--- config.mk ---
export PLATFORM = sky130hd
export DESIGN_NAME = divider
export DESIGN_NICKNAME = d
export VERILOG_FILES = /design/src/rtl/divider.sv
export SDC_FILE = /design/constraint.sdc
export NUM_CORES = 1
export LEC_CHECK = 0
export BUFFER_PORTS_ARGS = -buffer_cell sky130_fd_sc_hd__buf_4
export CAP_MARGIN = 20
export CELL_PAD_IN_SITES_DETAIL_PLACEMENT = 0
export CELL_PAD_IN_SITES_GLOBAL_PLACEMENT = 1
export CORE_ASPECT_RATIO = 0.9
export CORE_MARGIN = 2
export CORE_UTILIZATION = 35
export DETAILED_ROUTE_END_ITERATION = 8
export PLACE_DENSITY_LB_ADDON = 0.3
export SLEW_MARGIN = 20
export SYNTH_ARGS = -nofsm -noshare
export SYNTH_HDL_FRONTEND = slang
export SYNTH_SLANG_ARGS = --single-unit
export TNS_END_PERCENT = 1
--- constraint.sdc ---
create_clock -name Clk -period 2.3 [get_ports Clk]
set_clock_uncertainty 0.2 [all_clocks]
set_input_delay 0.46 -clock Clk [delete_from_list [all_inputs] [get_ports Clk]]
set_output_delay 0.46 -clock Clk [all_outputs]
set_load 0.03 [all_outputs]
--- src/rtl/divider.sv ---
// Sequential restoring divider: one quotient bit every two cycles.
// The dividend is loaded into Q with Load. The divisor is captured from SW when
// Run is accepted. Quotient and remainder are shown on four active-low 7-segment
// digits. The quotient stays in Q after each operation, so divisions can be chained.
//
// Handshake: Run is a level request. It starts one operation on a rising
// request seen in IDLE, that is, after Run has been observed low at least once.
// Busy stays high while the operation runs. Done then holds high until Run
// drops, and the FSM returns to IDLE on that edge.
// Qval/Rval are meaningful only while Busy is low.
//
// The HEX digit mapping assumes WIDTH == 8.
module divider #(
  parameter int WIDTH  = 8,
  parameter bit SIGNED = 1'b1
) (
  input  logic             Clk,
  input  logic             Reset,
  input  logic [WIDTH-1:0] SW,
  input  logic             Load,
  input  logic             Run,
  output logic [WIDTH-1:0] Qval,
  output logic [WIDTH-1:0] Rval,
  output logic             Busy,
  output logic             Done,
  output logic             Div_Zero,
  output logic             Overflow,
  output logic [6:0]       HEX0,
  output logic [6:0]       HEX1,
  output logic [6:0]       HEX2,
  output logic [6:0]       HEX3,
  output logic [2:0]       dbg_state
);

  localparam int CW = $clog2(WIDTH);
  localparam logic [WIDTH-1:0] MOST_NEG = {1'b1, {(WIDTH-1){1'b0}}};
  localparam logic [WIDTH-1:0] ALL_ONES = {WIDTH{1'b1}};
  localparam logic [CW-1:0]    LAST     = CW'(WIDTH - 1);

  typedef enum logic [2:0] {IDLE, PREP, SHIFT, SUB, FIX, DONE} state_t;

  state_t           state;
  logic [WIDTH-1:0] q, r, d;
  // The bit shifted out of R. It keeps the partial remainder exact when the
  // divisor magnitude has its top bit set.
  logic             rc;
  logic             sq, sr;
  logic [CW-1:0]    cnt;
  // Set once Run has been seen low. A held Run never restarts the FSM.
  logic             run_armed;
  logic             fits;
  logic [WIDTH-1:0] diff;

  // Magnitude of a two's-complement value. The most negative value maps to itself,
  // which still reads correctly as an unsigned magnitude.
  function automatic logic [WIDTH-1:0] mag(input logic [WIDTH-1:0] v);
    return v[WIDTH-1] ? -v : v;
  endfunction

  // Standard active-low hex glyphs, 0-F.
  function automatic logic [6:0] hex7(input logic [3:0] n);
    case (n)
      4'h0: return 7'b1000000;
      4'h1: return 7'b1111001;
      4'h2: return 7'b0100100;
      4'h3: return 7'b0110000;
      4'h4: return 7'b0011001;
      4'h5: return 7'b0010010;
      4'h6: return 7'b0000010;
      4'h7: return 7'b1111000;
      4'h8: return 7'b0000000;
      4'h9: return 7'b0010000;
      4'hA: return 7'b0001000;
      4'hB: return 7'b0000011;
      4'hC: return 7'b1000110;
      4'hD: return 7'b0100001;
      4'hE: return 7'b0000110;
      default: return 7'b0001110;
    endcase
  endfunction

  // Trial subtraction of the divisor from the (WIDTH+1)-bit partial remainder.
  assign fits = ({rc, r} >= {1'b0, d});
  assign diff = r - d;

  // Control FSM and datapath registers, with Busy/Done registered alongside the state.
  always_ff @(posedge Clk or negedge Reset) begin
    if (!Reset) begin
      state     <= IDLE;
      q         <= '0;
      r         <= '0;
      d         <= '0;
      rc        <= 1'b0;
      sq        <= 1'b0;
      sr        <= 1'b0;
      cnt       <= '0;
      run_armed <= 1'b0;
      Busy      <= 1'b0;
      Done      <= 1'b0;
      Div_Zero  <= 1'b0;
      Overflow  <= 1'b0;
    end else begin
      if (!Run) run_armed <= 1'b1;
      case (state)
        IDLE: begin
          if (Run && run_armed) begin
            d         <= SW;
            Div_Zero  <= 1'b0;
            Overflow  <= 1'b0;
            sq        <= 1'b0;
            sr        <= 1'b0;
            run_armed <= 1'b0;
            Busy      <= 1'b1;
            state     <= PREP;
          end else if (Load) begin
            q  <= SW;
            r  <= '0;
            rc <= 1'b0;
          end
        end
        PREP: begin
          rc <= 1'b0;
          if (d == '0) begin
            Div_Zero <= 1'b1;
            q        <= ALL_ONES;
            r        <= q;
            Busy     <= 1'b0;
            Done     <= 1'b1;
            state    <= DONE;
          end else begin
            // Clear R so that a chained operation starts from a clean partial remainder.
            r <= '0;
            if (SIGNED) begin
              sq <= q[WIDTH-1] ^ d[WIDTH-1];
              sr <= q[WIDTH-1];
              q  <= mag(q);
              d  <= mag(d);
            end
            Overflow <= SIGNED && (q == MOST_NEG) && (d == ALL_ONES);
            cnt      <= '0;
            state    <= SHIFT;
          end
        end
        SHIFT: begin
          {rc, r, q} <= {r, q, 1'b0};
          state      <= SUB;
        end
        SUB: begin
          if (fits) begin
            r    <= diff;
            rc   <= 1'b0;
            q[0] <= 1'b1;
          end
          if (cnt == LAST) begin
            state <= FIX;
          end else begin
            cnt   <= cnt + 1'b1;
            state <= SHIFT;
          end
        end
        FIX: begin
          if (SIGNED && sq) q <= -q;
          if (SIGNED && sr) r <= -r;
          Busy  <= 1'b0;
          Done  <= 1'b1;
          state <= DONE;
        end
        DONE: begin
          if (!Run) begin
            Done  <= 1'b0;
            state <= IDLE;
          end
        end
        default: state <= IDLE;
      endcase
    end
  end

  assign Qval      = q;
  assign Rval      = r;
  assign dbg_state = state;
  assign HEX0      = hex7(q[3:0]);
  assign HEX1      = hex7(q[7:4]);
  assign HEX2      = hex7(r[3:0]);
  assign HEX3      = hex7(r[7:4]);

endmodule

=== After elaboration in Yosys (flattened, before gate mapping) ===
Memories as Yosys holds them, arrays and structs flattened.
Index checks and enable logic that the tools add are counted.

* Latch bits: 0
* Output and inout port bits: 51
* Memories kept: 4
* RAM bits: 0
* ROM bits: 448
* Register bits after elaboration: 38

* Divide/modulo/power cells: 0
* Add/sub/neg operators: 5
* Shift-type cells: 0
* Reduce and logical (&&, ||, !) cells: 23
* Muxes and demuxes: 47
* Equal/unequal tests: 20
* $mul: 0
* Bitwise gates (word level): 1
* Magnitude comparators: 1

{| class="wikitable"
|+ Memory list
! name !! depth !! bits a word !! read ports !! clocked after Yosys merged registers in !! wr ports !! RTL line !! source
|-
| (no name shown) || 16 || 7 || 1 || 0 || 0 || 62 || <nowiki>case (n)</nowiki>
|-
| (no name shown) || 16 || 7 || 1 || 0 || 0 || 62 ||
|-
| (no name shown) || 16 || 7 || 1 || 0 || 0 || 62 ||
|-
| (no name shown) || 16 || 7 || 1 || 0 || 0 || 62 ||
|}

{| class="wikitable"
|+ Operators by type and width
! cell !! count
|-
| $mux 8 || 13
|-
| $pmux 8 s5 || 1
|-
| $pmux 7 s4 || 1
|-
| $neg 8->8 || 3
|-
| $ne 2x2->1 const B || 11
|-
| $mux 3 || 6
|-
| $pmux 3 s6 || 1
|-
| $eq 8x8->1 const B || 2
|-
| $pmux 8 s2 || 1
|-
| $mux 1 || 15
|-
| $reduce_and 3->1 || 5
|-
| $reduce_and 4->1 || 3
|-
| $reduce_and 5->1 || 2
|-
| $eq 3x3->1 const B || 3
|-
| $ge 9x8->1 || 1
|-
| $logic_not 8->1 || 1
|-
| $pmux 1 s2 || 4
|-
| $reduce_bool 4->1 || 2
|-
| $sub 8x8->8 || 1
|-
| $eq 3x2->1 const B || 2
|-
| $pmux 1 s3 || 2
|-
| $pmux 3 s2 || 1
|-
| $reduce_and 6->1 || 1
|-
| $reduce_bool 3->1 || 2
|-
| other kinds (11) || 13
|}

=== Logic depth before layout (Yosys ltp) ===
Gate-level depths: netlist of the first run.

* Depth in word-level cells: 4
* Mapped depth: 10
* Depth with buffers taken out: 9

=== Worst setup path after synthesis of the first run ===
OpenSTA, ideal clock, no wires.

* Path kind: register to output
* From: register q[4], in the netlist Qval[4]
* To: output HEX1[5]
* Path slack: -0.271 ns
* Data arrival time: 1.911 ns
* Cell stages (with the launch flop): 5
* Required time: 1.640 ns
* Path through: dfrtp_1 inv_1 ha_1 o21a_1 o21ai_0

* Cells in the longest elaborated chain, start to end: 1

{| class="wikitable"
|+ Ends and longest elaborated chain
! item !! RTL line !! source
|-
| start, declared || 43 || <nowiki>logic [WIDTH-1:0] q, r, d;</nowiki>
|-
| start signal, assigned || 136 || <nowiki>q <= mag(q);</nowiki>
|-
| start signal, assigned || 145 || <nowiki>{rc, r, q} <= {r, q, 1'b0};</nowiki>
|-
| start signal, assigned || 162 || <nowiki>if (SIGNED && sq) q <= -q;</nowiki>
|-
| $mem_v2 16x7 || - ||
|-
| end, declared || 29 || <nowiki>output logic [6:0] HEX1,</nowiki>
|}

Every way passes these cells.

=== Worst setup path in the final report of the first run ===
* From: register r[1], in the netlist Rval[1]
* To: output HEX2[6]

* Cells in the longest elaborated chain, start to end: 1

{| class="wikitable"
|+ Ends and longest elaborated chain
! item !! RTL line !! source
|-
| start, declared || 43 ||
|-
| start signal, assigned || 126 || <nowiki>r <= q;</nowiki>
|-
| start signal, assigned || 145 ||
|-
| start signal, assigned || 150 || <nowiki>r <= diff;</nowiki>
|-
| $mem_v2 16x7 || - ||
|-
| end, declared || 30 || <nowiki>output logic [6:0] HEX2,</nowiki>
|}

Every way passes these cells.

==> results.txt, run 1 <==
Fill cells in the final layout number 1015. Measured along the y axis, the die boundary spans 102.9 um. The flow ran to the end, but the final reports show violations. Clock tree synthesis selected as its root buffer the cell sky130_fd_sc_hd__clkbuf_16. The number of max-cap violations came out at 0. The Yosys step of the flow raised 0 warnings. The number of nets produced by synthesis came out at 523. The synthesized design contains 38 register bits. Along the worst hold path, the cell count comes to 2.

Clock tree synthesis inserted a total of 5 buffers. The average wire length per cell after detail routing came out at 16.74 um. The end of the worst hold path is run_armed. Synthesis handed over a netlist of 472 instances. The combined area of the multi-input logic cells came out at 2879 sq um. The total core area is 10720 sq um.

The area of the mapped netlist is 3807 sq um. Of the cells placed in the final design, the portion with a size suffix greater than 1 is 0.3868. The number of synthesized flops with an enable pin came out at 0. The final weighted congestion in routability-driven placement is 0.8846. The number of port buffers is 62.

The worst register-to-register path begins at Rval[2]. The DRC violation count after routing came out at 0. The number of top-level design ports came out at 63. The startpoint of the lowest-slack hold path is Run. Entering global routing, the biggest net connects 39 pins. Setup violations remaining at the end of the flow were counted as 2. Static timing analysis puts the maximum clock frequency at 429.7 MHz. The number of failing hold endpoints at the final stage was 0. The insertion delay to the later sink of the worst-skew pair came out at 280 ps. The final reports fail on setup timing. The critical path class is reg2out. The share of synthesized area occupied by flip-flops and latches is 0.2498. TritonCTS built the clock tree. The portion of synthesized cell area occupied by the leading cell type came out at 0.2498. The post-synthesis area per instance came out at 8.067 sq um. The initial antenna violation count is 0. For the worst setup path, the data required time is 1640 ps. The number of clock sinks came out at 38. The HPWL after detailed placement is 9.347 mm. In the post-route analysis, the smallest setup slack over all paths is -27.39 ps. The minimum period implied by the final worst setup slack came out at 2327 ps. The remaining max-slew budget at the tightest pin is 0.6492. The register clock-pin slew on the reported worst setup and hold paths is 60 ps. STA classifies the critical path startpoint as a register. The count of cell types in the netlist came out at 59.

The deepest level of the CTS H-tree is 2. The actual slew at the worst max-slew pin came out at 526.3 ps. The antenna cell count came out at 0. The synthesized design spends more area on one cell type than any other, namely sky130_fd_sc_hd__dfrtp_1.

The number of global-route vias before repair is 3789. In this run the worst path has a maximum fanout of 3. The area taken by flip-flops and latches came out at 959.7 sq um. For this configuration, the core starts out at a cell density of 0.3552. The overall die width came out at 113.9 um. The synthesis-to-finish area growth is 43.15%. Counting cells, the worst reg-to-reg path comes to 6. The first global-routing pass estimated 19.78 mm of wire. The tightest min-delay check is of the in2reg type. The pre-antenna-repair detailed-routing pass consisted of 7 iterations. After floorplanning, the core was divided into 36 placement rows.

Data on the critical path arrives at its endpoint at 1670 ps. The proportion of register bits with asynchronous set or reset after synthesis is 1.000. Setup repair after global routing could not meet its margin everywhere. The leading register cell type out of synthesis is sky130_fd_sc_hd__dfrtp_1. The vias after detailed routing came out at 4055. Summed over all layers, the routed wires come to 12.35 mm.

The category of the worst setup path capture point is a primary output. In this run, the number of DRC markers left after iteration 0 of detailed routing was 315. The reg2reg setup slack came out at 0 ps. The endpoint identified for the worst register-to-register timing path is Rval[5].

The post-route antenna net violation count is 0. In the final design database the tool counted 655 nets. The leftover overflow at the end of global routing is 0. The via density per instance is 5.495. The die outline area is 11730 sq um. The post-route worst hold slack came out at 189.7 ps. The maximum number of buffers from clock root to sink came out at 2.

Of the available clock period, the critical path in the final layout requires 1.012. Ranked by total cell area, the synthesized netlist is headed by sky130_fd_sc_hd__dfrtp_1 25%, sky130_fd_sc_hd__ha_1 12%, sky130_fd_sc_hd__o21ai_0 5.8%. The final max-slew violation count is 0. The overall routing resource usage came out at 0.2124.
[worst max-delay path by stage]
| stage | from | endpoint | slack [ps] |
|---|---|---|---|
| floorplan | Qval[0] | HEX0[3] | -190 |
| global placement | d[6] | Rval[3] | -30 |
| detailed placement | Qval[1] | Qval[7] | -30 |
| CTS | Rval[1] | HEX2[3] | -40 |
| global route | Qval[1] | Qval[7] | -130 |
| finish | Rval[1] | HEX2[6] | -30 |
[critical path, stage by stage, from the launching register on]
cell and delay [ps]:
sky130_fd_sc_hd__dfrtp_1 390, sky130_fd_sc_hd__inv_2 60, sky130_fd_sc_hd__buf_4 160, sky130_fd_sc_hd__ha_2 190, sky130_fd_sc_hd__ha_1 170, sky130_fd_sc_hd__mux2_2 270, sky130_fd_sc_hd__buf_6 140
[Yosys cell counts (4+ instances only)]
cell type / n
sky130_fd_sc_hd__nor2b_1: 12
sky130_fd_sc_hd__nand3_1: 13
sky130_fd_sc_hd__mux2i_1: 9
sky130_fd_sc_hd__mux2_2: 7
sky130_fd_sc_hd__nor2_1: 26
sky130_fd_sc_hd__or3_4: 4
sky130_fd_sc_hd__buf_2: 11
sky130_fd_sc_hd__nand3b_1: 4
sky130_fd_sc_hd__a211oi_1: 9
sky130_fd_sc_hd__a21oi_1: 38
sky130_fd_sc_hd__ha_1: 38
sky130_fd_sc_hd__a22o_1: 7
sky130_fd_sc_hd__nor3_1: 15
sky130_fd_sc_hd__o21ai_0: 44
sky130_fd_sc_hd__o21ai_1: 7
sky130_fd_sc_hd__a221oi_1: 4
sky130_fd_sc_hd__a31oi_1: 7
sky130_fd_sc_hd__clkbuf_1: 11
sky130_fd_sc_hd__o31ai_1: 4
sky130_fd_sc_hd__o22ai_1: 8
sky130_fd_sc_hd__inv_1: 23
sky130_fd_sc_hd__o21a_1: 10
sky130_fd_sc_hd__dfrtp_1: 38
sky130_fd_sc_hd__a21o_1: 5
sky130_fd_sc_hd__nand2b_1: 12
sky130_fd_sc_hd__nand2_1: 47
[flip-flops by register name, indices dropped and copies added (netlist names)]
| signal | count |
|---|---|
| Busy | 1 |
| Div_Zero | 1 |
| Done | 1 |
| Overflow | 1 |
| Qval | 8 |
| Rval | 8 |
| cnt | 3 |
| d | 8 |
| dbg_state | 3 |
| rc | 1 |
| run_armed | 1 |
| sq | 1 |
| sr | 1 |
[placed cells by master (no fill, tap or decap), types with 14 or more instances in the layout]
cell type / Yosys / layout
sky130_fd_sc_hd__ha_1: 38 / 25
sky130_fd_sc_hd__dfrtp_1: 38 / 31
sky130_fd_sc_hd__o21ai_0: 44 / 30
sky130_fd_sc_hd__buf_4: 0 / 141
sky130_fd_sc_hd__nor2_1: 26 / 26
sky130_fd_sc_hd__o21ai_1: 7 / 18
sky130_fd_sc_hd__a21oi_1: 38 / 34
sky130_fd_sc_hd__nor3_1: 15 / 14
sky130_fd_sc_hd__inv_1: 23 / 14
sky130_fd_sc_hd__nand2_1: 47 / 43
[layout make-up]
type                    instances  area share
flip-flops and latches         38      0.1761
well taps                     133     0.03053
clock inverters                 1   0.0009183
multi-input cells             382      0.5282
repair buffers                153      0.2188
clock buffers                   7     0.02617
inverters                      24     0.01928
[timing repair]
item                       in CTS  in global routing
gates resized for setup        38                 53
hold buffers                    1                  0
setup buffers                  12                  2
pin swaps                       3                  9
hold endpoints to repair       38                  0
setup endpoints to repair      23                 34
[cell families (layout without fill, tap and decap cells)]
kind of cell             count (synthesis)  in the layout  synth area share
AO/OA/AOI/OAI                          168            168            0.2862
AND/OR/NAND/NOR                        153            153            0.2149
buffers and inverters                   52            185           0.06079
adder cells (fa/ha/maj)                 39             39            0.1301
flip-flops                              38             38            0.2498
multiplexers                            16             16           0.04437
XOR/XNOR                                 6              6           0.01380
[per-stage QoR]
stage               cells    util  cell area [sq um]  setup WS, ps  TNS [ps]
floorplan             472       -               3810        -187.4     -2435
CTS                   736  0.4889               5241        -35.76    -99.35
detailed placement    715  0.4544               4871        -26.17    -26.17
global route          738  0.5084               5450        -127.1     -1200
finish                738  0.5084               5450        -27.39    -33.32
global placement      715  0.4544               4871        -30.45    -41.52
[per-layer routing]
layer / GRT usage / vias to the layer above / wire length [um]
met3: 0.02293 / 17 / 733
met5: 0 / - / 0
li1: - / 2009 / -
met1: 0.3130 / 1904 / 5911
met2: 0.3315 / 125 / 5538
met4: 0.05629 / 0 / 170
Power of run 1 is not shown: default switching activity piles up to over one toggle a cycle in this logic, so the estimate is an artifact.
==> run 2: changes to the inputs <==
- CELL_PAD_IN_SITES_DETAIL_PLACEMENT: 0 -> 1
- CELL_PAD_IN_SITES_GLOBAL_PLACEMENT: 1 -> 2
- CORE_UTILIZATION: 35 -> 31
==> results.txt, run 2 (synthesis gave the netlist of run 1 again) <==
The run finished, with violations left. The checks that failed: setup timing. The worst path required time was 1640 ps (about the same). The global-route wire length before repair came to 23.04 mm (+16%). The final weighted congestion in routability-driven placement was 0.8443 (-4.6%). The stage delay of the slowest cell on the critical path is 380 ps (about the same).

The worst setup path is captured at a primary output. The final max-slew violation count is 0 (unchanged). The die extent in y came to 109.1 um (+6.0%).

The total number of nets in the final design came out at 651 (-0.61%). The number of failing hold endpoints at the final stage is 0 (unchanged). The maximum number of buffers from clock root to sink is 2 (unchanged). The critical path arrival is 1660 ps (about the same). The total core area came to 12030 sq um (+12%).

The total wire length after detailed routing came out at 14.71 mm (+19%). The number of iterations in the first detailed-routing pass came to 5 (-2). The post-route antenna net violation count came to 0 (unchanged). The overall die width came out at 120.8 um (+6.0%). The critical path is of the reg2out type. The worst setup timing slack at the placement stage came to -67.23 ps (-41.07 ps). The largest fanout on the critical path is 5 (+2). The largest net degree at the start of global routing was 39 (unchanged). Counting stages on the worst path, the most repeated cell is sky130_fd_sc_hd__buf_6.

The number of max-cap violations came to 0 (unchanged). The antenna cell count is 0 (unchanged). The remaining max-slew budget at the tightest pin is 0.5039 (-0.1452).

The via density per instance is 5.522 (+0.49%). The most common cell after layout, fill and taps aside is sky130_fd_sc_hd__buf_4. In this run the worst hold path is classified as in2reg. The number of clock sinks came out at 38 (unchanged).

The initial antenna violation count is 0 (unchanged). The length of routed wiring on met1 is 7.051 mm (+19%). The share of layout cells above drive strength 1 came out at 0.3844 (-0.002417). The share of the clock period used by the worst path after layout is 1.008 (-0.004080). The highest achievable clock rate is 431.4 MHz (+0.40%). The register clock-pin slew on the reported worst setup and hold paths came out at 70 ps (about the same). The count of final setup violators came to 4 (+2). The total length of routed met3 wires is 511 um (-30%). The overall routing resource usage came out at 0.2222 (+0.009782). TritonCTS built the clock tree. The post-route worst hold slack is 175.4 ps (-14.23 ps). The HPWL after detailed placement came out at 11.13 mm (+19%).

The insertion delay to the later sink of the worst-skew pair is 290 ps (about the same). STA classifies the critical path startpoint as a register. The number of port buffers came out at 62 (unchanged).

The deepest level of the CTS H-tree came out at 2 (unchanged). The actual slew at the worst max-slew pin is 741.4 ps (+215.1 ps). The final worst slack came out at -18.00 ps (+9.384 ps).

The DRC violation count after routing was 0 (unchanged). The number of top-level design ports is 63 (unchanged). The final setup TNS was -39.31 ps (-5.987 ps). The utilization after layout is 0.4549 (-0.05355). The leftover overflow at the end of global routing came out at 0 (unchanged). The total clock buffers created by CTS came out at 5 (unchanged). The placement row count is 38 (+5.6%). Compared with the post-synthesis result, the final layout area differs by 43.71%. The detailed router's first-iteration violation count came out at 208 (-34%). In the layout the commonest cells are 137 x sky130_fd_sc_hd__buf_4, 44 x sky130_fd_sc_hd__nand2_1, 35 x sky130_fd_sc_hd__a21oi_1, 32 x sky130_fd_sc_hd__dfrtp_1, 31 x sky130_fd_sc_hd__o21ai_0. The signal on the critical path passes through inv_2 -> buf_6 -> ha_2 -> ha_1 -> mux2_2 -> buf_6. The highest metal layer carrying signal wires in the routed design is met4. The cell sitting at the root of the clock tree is a sky130_fd_sc_hd__clkbuf_16. For this design, the slowest cell found on the critical path is sky130_fd_sc_hd__dfrtp_2.

The minimum period implied by the final worst setup slack is 2318 ps (-9.384 ps). The starting density of the core is 0.3165 (-0.03864). Setup repair after global routing could not meet its margin everywhere. The number of global-route vias before repair came to 4348 (+15%). The average wire length per cell after detail routing came out at 19.33 um (+16%). The routed wire length on met2 was 7.042 mm (+27%). The die outline area came to 13190 sq um (+12%).

The vias after detailed routing came out at 4202 (+3.6%). The number of fill cells is 1406 (+39%).
run 2: critical path, delay by kind of cell, from the launching register on:
| kind | cells | cell delay [ps] |
|---|---|---|
| adders and majority gates | 2 | 390 |
| DFF | 1 | 380 |
| buffers and inverters | 3 | 320 |
| muxes | 1 | 270 |
run 2: stage by stage:
step,cell area [sq um],cells
global placement,4920,744
detailed placement,4920,744
finish,5472,761
CTS,5303,761
global route,5472,761
floorplan,3810,472
run 2: path summary, 6_finish.rpt:
check / from / to / slack, ps / depth (start not counted)
worst max-delay path: Rval[0] / HEX2[6] / -20 / 6
worst min-delay path: Run / run_armed / 180 / 2
worst min register to register: Done / Done / 290 / 1
min in group asynchronous: Reset / Done / 500 / 2
max in group asynchronous: Reset / Rval[0] / 990 / 2
worst max register to register: Rval[1] / Rval[7] / -10 / 7
run 2: final cells by class:
cell class	instances	area, sq um	area share
Clock inverter	3	40.04	0.007318
Inverter	24	102.6	0.01875
Tap cell	160	200.2	0.03659
Timing Repair Buffer	149	1162	0.2124
Sequential cell	38	958.4	0.1752
Multi-Input combinational cell	382	2883	0.5269
Clock buffer	5	125.1	0.02287
run 2: what timing repair did:
action | CTS | global route
resized for setup | 48 | 39
pin swaps | 5 | 6
buffers inserted | 8 | 0
hold buffers | 1 | 0
endpoints found under the setup margin | 28 | 39
endpoints found under the hold margin | 38 | 0
run 2: metal layers:
layer  GRT usage  up-vias
met5           0        -
met4     0.03987        0
met3     0.02197       10
met2      0.3760       89
met1      0.3105     2104
li1            -     1999
Power of run 2 is left out for the same reason.
